===== config.mk =====
export PLATFORM = sky130hd
export DESIGN_NAME = add48_seq_ctrl
export DESIGN_NICKNAME = d
export VERILOG_FILES = /design/src/rtl/add48_seq_ctrl.sv
export SDC_FILE = /design/constraint.sdc
export NUM_CORES = 1
export LEC_CHECK = 0
export ABC_AREA = 1
export BUFFER_PORTS_ARGS = -buffer_cell sky130_fd_sc_hd__buf_2
export CORE_MARGIN = 3
export CORE_UTILIZATION = 50
export CTS_CLUSTER_SIZE = 24
export DETAILED_ROUTE_END_ITERATION = 10
export PLACE_DENSITY = 0.72
export SYNTH_ARGS = -nofsm -noshare
export SYNTH_HDL_FRONTEND = slang
export SYNTH_SLANG_ARGS = --single-unit

===== constraint.sdc =====
create_clock -name clk -period 9.95 [get_ports clk]
set_clock_uncertainty 0.05 [all_clocks]
set_input_delay 0.995 -clock clk [delete_from_list [all_inputs] [get_ports clk]]
set_output_delay 0.995 -clock clk [all_outputs]
set_load 0.02 [all_outputs]

===== src/rtl/add48_seq_ctrl.sv =====
// Sequenced 48-bit adder: one shared 16-bit slice is stepped across the operands,
// with the inter-slice carry held in a register. Start/busy/done handshake plus accumulate.
module add48_seq_ctrl #(
    parameter int unsigned SLICE_W = 16,
    parameter int unsigned NSLICE  = 3
) (
    input  logic                        clk,
    input  logic                        rst,
    input  logic                        start,
    input  logic                        acc,
    input  logic [SLICE_W*NSLICE-1:0]   a,
    input  logic [SLICE_W*NSLICE-1:0]   b,
    input  logic                        cin,
    output logic                        busy,
    output logic                        done,
    output logic [SLICE_W*NSLICE-1:0]   sum,
    output logic                        cout
);

    localparam int unsigned W    = SLICE_W * NSLICE;
    localparam int unsigned CntW = (NSLICE > 1) ? $clog2(NSLICE) : 1;
    localparam logic [CntW-1:0] LastCnt = CntW'(NSLICE - 1);

    typedef enum logic [1:0] {StIdle, StRun, StDone} state_e;

    state_e                           state_q, state_d;
    logic [CntW-1:0]                  cnt_q, cnt_d;
    logic [NSLICE-1:0][SLICE_W-1:0]   opa_q, opa_d;
    logic [NSLICE-1:0][SLICE_W-1:0]   opb_q, opb_d;
    logic [NSLICE-1:0][SLICE_W-1:0]   part_q, part_d;
    logic                             carry_q, carry_d;
    logic [W-1:0]                     sum_q, sum_d;
    logic                             cout_q, cout_d;

    logic [SLICE_W-1:0]               slice_sum;
    logic                             slice_cout;
    logic                             launch;

    // Shared slice adder (fa16bit_sc equivalent).
    always_comb begin
        {slice_cout, slice_sum} = {1'b0, opa_q[cnt_q]} + {1'b0, opb_q[cnt_q]}
                                + {{SLICE_W{1'b0}}, carry_q};
    end

    assign launch = start && (state_q != StRun);

    always_comb begin
        state_d = state_q;
        cnt_d   = cnt_q;
        opa_d   = opa_q;
        opb_d   = opb_q;
        part_d  = part_q;
        carry_d = carry_q;
        sum_d   = sum_q;
        cout_d  = cout_q;
        busy    = 1'b0;
        done    = 1'b0;

        unique case (state_q)
            StIdle: ;
            StRun: begin
                busy           = 1'b1;
                part_d[cnt_q]  = slice_sum;
                carry_d        = slice_cout;
                if (cnt_q == LastCnt) begin
                    state_d = StDone;
                    sum_d   = part_d;
                    cout_d  = slice_cout;
                end else begin
                    cnt_d = cnt_q + CntW'(1);
                end
            end
            StDone: begin
                done    = 1'b1;
                state_d = StIdle;
            end
            default: state_d = StIdle;
        endcase

        // Accumulate takes the visible sum, so a start in DONE chains the fresh result.
        if (launch) begin
            opa_d   = a;
            opb_d   = acc ? sum_q : b;
            carry_d = cin;
            cnt_d   = '0;
            state_d = StRun;
        end
    end

    always_ff @(posedge clk or posedge rst) begin
        if (rst) begin
            state_q <= StIdle;
            cnt_q   <= '0;
            opa_q   <= '0;
            opb_q   <= '0;
            part_q  <= '0;
            carry_q <= 1'b0;
            sum_q   <= '0;
            cout_q  <= 1'b0;
        end else begin
            state_q <= state_d;
            cnt_q   <= cnt_d;
            opa_q   <= opa_d;
            opb_q   <= opb_d;
            part_q  <= part_d;
            carry_q <= carry_d;
            sum_q   <= sum_d;
            cout_q  <= cout_d;
        end
    end

    assign sum  = sum_q;
    assign cout = cout_q;

endmodule


==> results of run 1 <==
[sequential cells by signal (all words and copies together), names as in the netlist]
name and flops:
opa_q 48, cnt_q 2, sum 48, carry_q 1, cout 1, opb_q 48
part_q 32, state_q 2
[cell usage after synthesis (5+ instances only)]
library cell,count,area share (%)
a21oi_1,25,1.3
buf_2,24,1.3
buf_4,10,0.80
clkbuf_1,34,1.4
dfrtp_1,182,48
ha_1,18,2.4
inv_1,146,5.8
nand2_1,395,16
nand3_1,89,4.7
nor2_1,26,1.0
o211ai_1,32,2.5
o21ai_0,182,9.7
o21ai_1,5,0.27
or2_2,21,1.4
[cells by family (layout without fill, tap and decap cells)]
logic type,count (synthesis),in the layout
AO/OA/AOI/OAI,252,252
XOR/XNOR,5,5
adder cells (fa/ha/maj),20,20
buffers and inverters,219,341
flip-flops,182,182
AND/OR/NAND/NOR,551,551
[how the worst max path moves through the flow]
stage	to	slack (ps)	cells past startpoint
after global placement	sum[4]	6140	12
after CTS	sum[20]	6030	12
after floorplan	carry_q	3960	1
after global routing	sum[4]	5760	12
final	sum[8]	5990	14
after detailed placement	sum[20]	6050	12
[routing by layer]
| metal | part of all wire [%] | vias up | GRT usage [%] |
|---|---|---|---|
| met4 | 2.5 | 0 | 7.78 |
| li1 | - | 4123 | - |
| met5 | 0 | - | 0 |
| met2 | 50 | 210 | 43.3 |
| met3 | 4.4 | 41 | 4.76 |
| met1 | 43 | 3876 | 32.7 |
[per-stage QoR]
| stage | utilization [%] | instances | instance area [um^2] | hold slack, ps | worst slack (ps) |
|---|---|---|---|---|---|
| global placement | 56.0 | 1548 | 10200 | 400 | 6140 |
| global route | 59.4 | 1580 | 10900 | 436 | 5760 |
| CTS | 59.4 | 1580 | 10900 | 420 | 6030 |
| detailed placement | 56.0 | 1548 | 10200 | 403 | 6050 |
| finish | 59.4 | 1580 | 10900 | 416 | 5990 |
| floorplan | - | 1229 | 9430 | 387 | 3960 |
[area by class of cell]
cell class | count | area [um^2]
fill | 1692 | 7420
sequential | 182 | 4550
multi-input combinational | 828 | 4000
timing repair buffer | 161 | 831
inverter | 148 | 561
clock buffer | 21 | 480
tap | 229 | 287
clock inverter | 11 | 146
[worst max-delay path, stage by stage (launching register included)]
cell,delay [ps]
dfrtp_1,700
buf_4,360
nand2_1,600
o22ai_1,220
fa_1,490
fa_1,400
nand2_1,120
nand2_1,100
and2_4,170
nand2_2,60
nand2_2,60
xnor2_2,220
nand2_1,120
nand3_1,100
nand2_1,60
==> metrics.cfg, run 1 <==
[cts]
cts_tree=built
postCtsSetupBuffers=0
clock_latency_ps=430
clkTransAtPathRegs_ps=70
cts.htree.levels=4
ctsResizeCount=0
cts_sinks=182
ctsHoldBuffers=0
cts_max_path_buffers=2
cts-root-buf=clkbuf_16
numCtsBuffers=17

[drt]
drcViolationCount=0
vias_per_cell=5.22
via_count=8250
drtIter0Drc=642
ant_nets=0
wl_per_cell_um=15.8
drt_wl_total_um=25000
dr.pass1.iters=5

[sta]
period_needed_ps=3960
setup_viol=0
finalSetupTns_ps=0
post-route-period-util_pct=39.8
hold_violations=0
drv_slew=0
fmax_ghz=0.253
rsz0062_at_grt=no
slew_headroom_pct=24.3
tightest_slew_ps=1130

[floorplan]
rows=49
core_um2=18300
io_pins=152
start_util_pct=51.6
fp.dieH_um=143
die_w_um=143
die_area_um2=20600

[yosys]
syn_inst=1229
netlist_area_um2=9430
synth_mux_area_share_pct=0
syn_nets=1350
ys_ff_latch=182
synth_compound_area_share_pct=14.4
yosys.area_share.simple_pct=24.5
synth_xor_area_share_pct=0.544
yosys_warnings=0
async_reset_ff_share_pct=100
synth_edf_count=0
ys_seq_area_share_pct=48.3
syn_avg_cell_area_um2=7.68
synth_cell_types=34
synth-adder-area-share_pct=2.81
synth_ff_type=dfrtp_1
synth_top_family_by_area=simple AND/OR/NAND/NOR gates

[final_layout]
fin_nets=1459
drive_gt1_share_pct=17.3
layout_commonest_cell=nand2_1
final_cell_mix=nand2_1 (395), o21ai_0 (182), dfrtp_1 (182)
diodes=0
syn2layout_area_growth_pct=15.1

[placement]
gp_congestion=0.855
portBuffers=151
place_hpwl_um=17300

[global_routing]
antenna_found_initial=0
grt_overflow_total=0
globalRouteTotalUtil_pct=25.3
grt_pass1_vias=8202
grt_max_degree=121
grt_pass1_wl_um=41100

[worst_hold_path]
min_to=opa_q[11]
hp-start=opa_q[11]
worstHoldPathType=flop to flop
hold_depth=2

[critical_path]
r2r_cells=14
path_max_fanout=21
crit_required_ps=10210
cp-start-kind=flop
critPathLaunch=cnt_q[1]
crit_path_end_kind=flop
timing.rr.start=cnt_q[1]
cp.arrival_ps=4220
critical_path_class=flop to flop
r2r-end=sum[8]
reg2reg_setup_slack_ps=5990

[job]
maxCapViolCount=0

[outcome]
status=complete, no violations

Power of run 1 is not shown: default switching activity piles up to over one toggle a cycle in this logic, so the estimate is an artifact.
==> run 2: changes to the inputs <==
Settings changed: PLACE_DENSITY 0.72 to 0.75.
Clock period 9.95 ns to 3.2 ns, I/O delays scaled along.
==> run 2 against run 1 <==
Net effect:
- global-route usage grew 0.49 points
- die area unchanged
- wire length grew 1.9%
==> metrics.cfg, run 2 (synthesized netlist as in run 1, its figures left out) <==
[sta]
rsz0062_at_grt=no
period_needed_ps=2880  ; -1080 ps
setup_viol=0  ; unchanged
post-route-period-util_pct=90.0  ; +50 points
hold_violations=0  ; unchanged
tightest_slew_ps=870  ; -264 ps
drv_slew=0  ; unchanged
slew_headroom_pct=41.9  ; +18 points
fmax_ghz=0.347  ; +37%
finalSetupTns_ps=0  ; unchanged

[critical_path]
cp.arrival_ps=3110  ; -1110 ps
crit_required_ps=3430  ; -6780 ps
cp-start-kind=flop
r2r_cells=12  ; -2
path_max_fanout=18  ; -14%
crit_path_end_kind=flop
critical_path_class=flop to flop

[job]
maxCapViolCount=0  ; unchanged

[global_routing]
grt_max_degree=62  ; -49%
globalRouteTotalUtil_pct=25.7  ; +0.49 points
grt_pass1_vias=8176  ; -0.32%
antenna_found_initial=0  ; unchanged
grt_pass1_wl_um=41600  ; +1.4%
grt_overflow_total=0  ; unchanged

[cts]
numCtsBuffers=17  ; unchanged
cts_max_path_buffers=2  ; unchanged
cts_tree=built
clkTransAtPathRegs_ps=70  ; about the same
cts_sinks=182  ; unchanged
cts.htree.levels=4  ; unchanged
clock_latency_ps=430  ; about the same
postCtsSetupBuffers=0  ; unchanged
cts-root-buf=clkbuf_16

[drt]
vias_per_cell=5.29  ; +1.3%
via_count=8412  ; +2.0%
wl_per_cell_um=16.0  ; +1.2%
drcViolationCount=0  ; unchanged
dr.pass1.iters=5  ; unchanged
ant_nets=0  ; unchanged
drtIter0Drc=752  ; +17%
drt_wl_total_um=25500  ; +1.9%

[floorplan]
start_util_pct=51.6  ; unchanged
core_um2=18300  ; unchanged
rows=49  ; unchanged
io_pins=152  ; unchanged
die_w_um=143  ; unchanged
die_area_um2=20600  ; unchanged
fp.dieH_um=143  ; unchanged

[worst_hold_path]
worstHoldPathType=primary input to flop
hold_depth=3  ; +1

[final_layout]
fin_nets=1471  ; +0.82%
syn2layout_area_growth_pct=16.9
final_cell_mix=nand2_1 (394), o21ai_0 (182), dfrtp_1 (182)
layout_commonest_cell=nand2_1
fillers=1648  ; -2.6%
multiInputGateArea_um2=4000  ; +0.13%
drive_gt1_share_pct=18.1  ; +0.74 points
seqCellArea_um2=4550  ; unchanged
postLayoutCoreUtil_pct=60.3  ; +0.93 points
diodes=0  ; unchanged

[power]
leakage_nw=5.80
irDropWorstVdd_mv=0.541
power_density_nw_per_um2=1340

[outcome]
status=complete, no violations

[placement]
gp_congestion=0.935  ; +9.4%
place_hpwl_um=18300  ; +5.9%
portBuffers=151  ; unchanged

## run 2: worst paths after layout
path	slack [ps]	from	endpoint
max	320	cnt_q[0]	sum[20]
min	40	a[21]	opa_q[21]
max reg2reg	320	cnt_q[0]	sum[20]
min reg2reg	420	opa_q[9]	opa_q[9]
max in group asynchronous	1850	rst	sum[13]
min in group asynchronous	500	rst	cnt_q[0]
## run 2: timing repair
action                                  4_1_cts  5_1_grt
endpoints found under the setup margin        0       15
gates resized for setup                       0        3
hold buffers                                  1        0
endpoints found under the hold margin        23        0
## run 2: metal layers
| layer | wire, um | track usage, % | vias up | part of all wire, % |
|---|---|---|---|---|
| met3 | 1400 | 4.03 | 44 | 5.5 |
| met4 | 723 | 9.07 | 0 | 2.8 |
| met5 | 0 | 0 | - | 0 |
| met2 | 12300 | 42.2 | 278 | 48 |
| li1 | - | - | 4161 | - |
| met1 | 11100 | 35.1 | 3929 | 44 |
## run 2: area by class of cell
cell class                      instances  area share [%]
Multi-Input combinational cell        828            36.3
Clock inverter                         13            1.77
Sequential cell                       182            41.3
Clock buffer                           18            3.98
Timing Repair Buffer                  173            8.98
Inverter                              148            5.07
Tap cell                              229            2.60
## run 2: through the flow
| stage | setup WS [ps] | cells | area, um^2 | hold slack, ps | total power [W] |
|---|---|---|---|---|---|
| after floorplan | 468 | 1229 | 9440 | 387 | 0.0100 |
| after global placement | 309 | 1559 | 10400 | 400 | 0.0121 |
| after detailed placement | 260 | 1559 | 10400 | 404 | 0.0123 |
| after CTS | 234 | 1591 | 11000 | 24.0 | 0.0147 |
| after global routing | 39.3 | 1591 | 11000 | 37.5 | 0.0161 |
| final | 321 | 1591 | 11000 | 42.8 | 0.0147 |
## run 2: critical path, cell delays in order (launching register included)
cell and delay, ps:
dfrtp_1 400, buf_4 200, o21ai_0 180, o22ai_1 120, fa_2 410, fa_1 390
nand2_1 130, nand2_1 90, and2_4 160, xnor2_1 310, nand2_1 80, o21ai_1 120
o21ai_0 90
## run 2: report_power, final
part / switching [W] / total [W] / internal, W
clock network: 0.000934 / 0.00227 / 0.00134
logic: 0.00557 / 0.00832 / 0.00275
registers: 0.000664 / 0.00413 / 0.00346
Note: power is estimated with default switching activity, not from simulation.
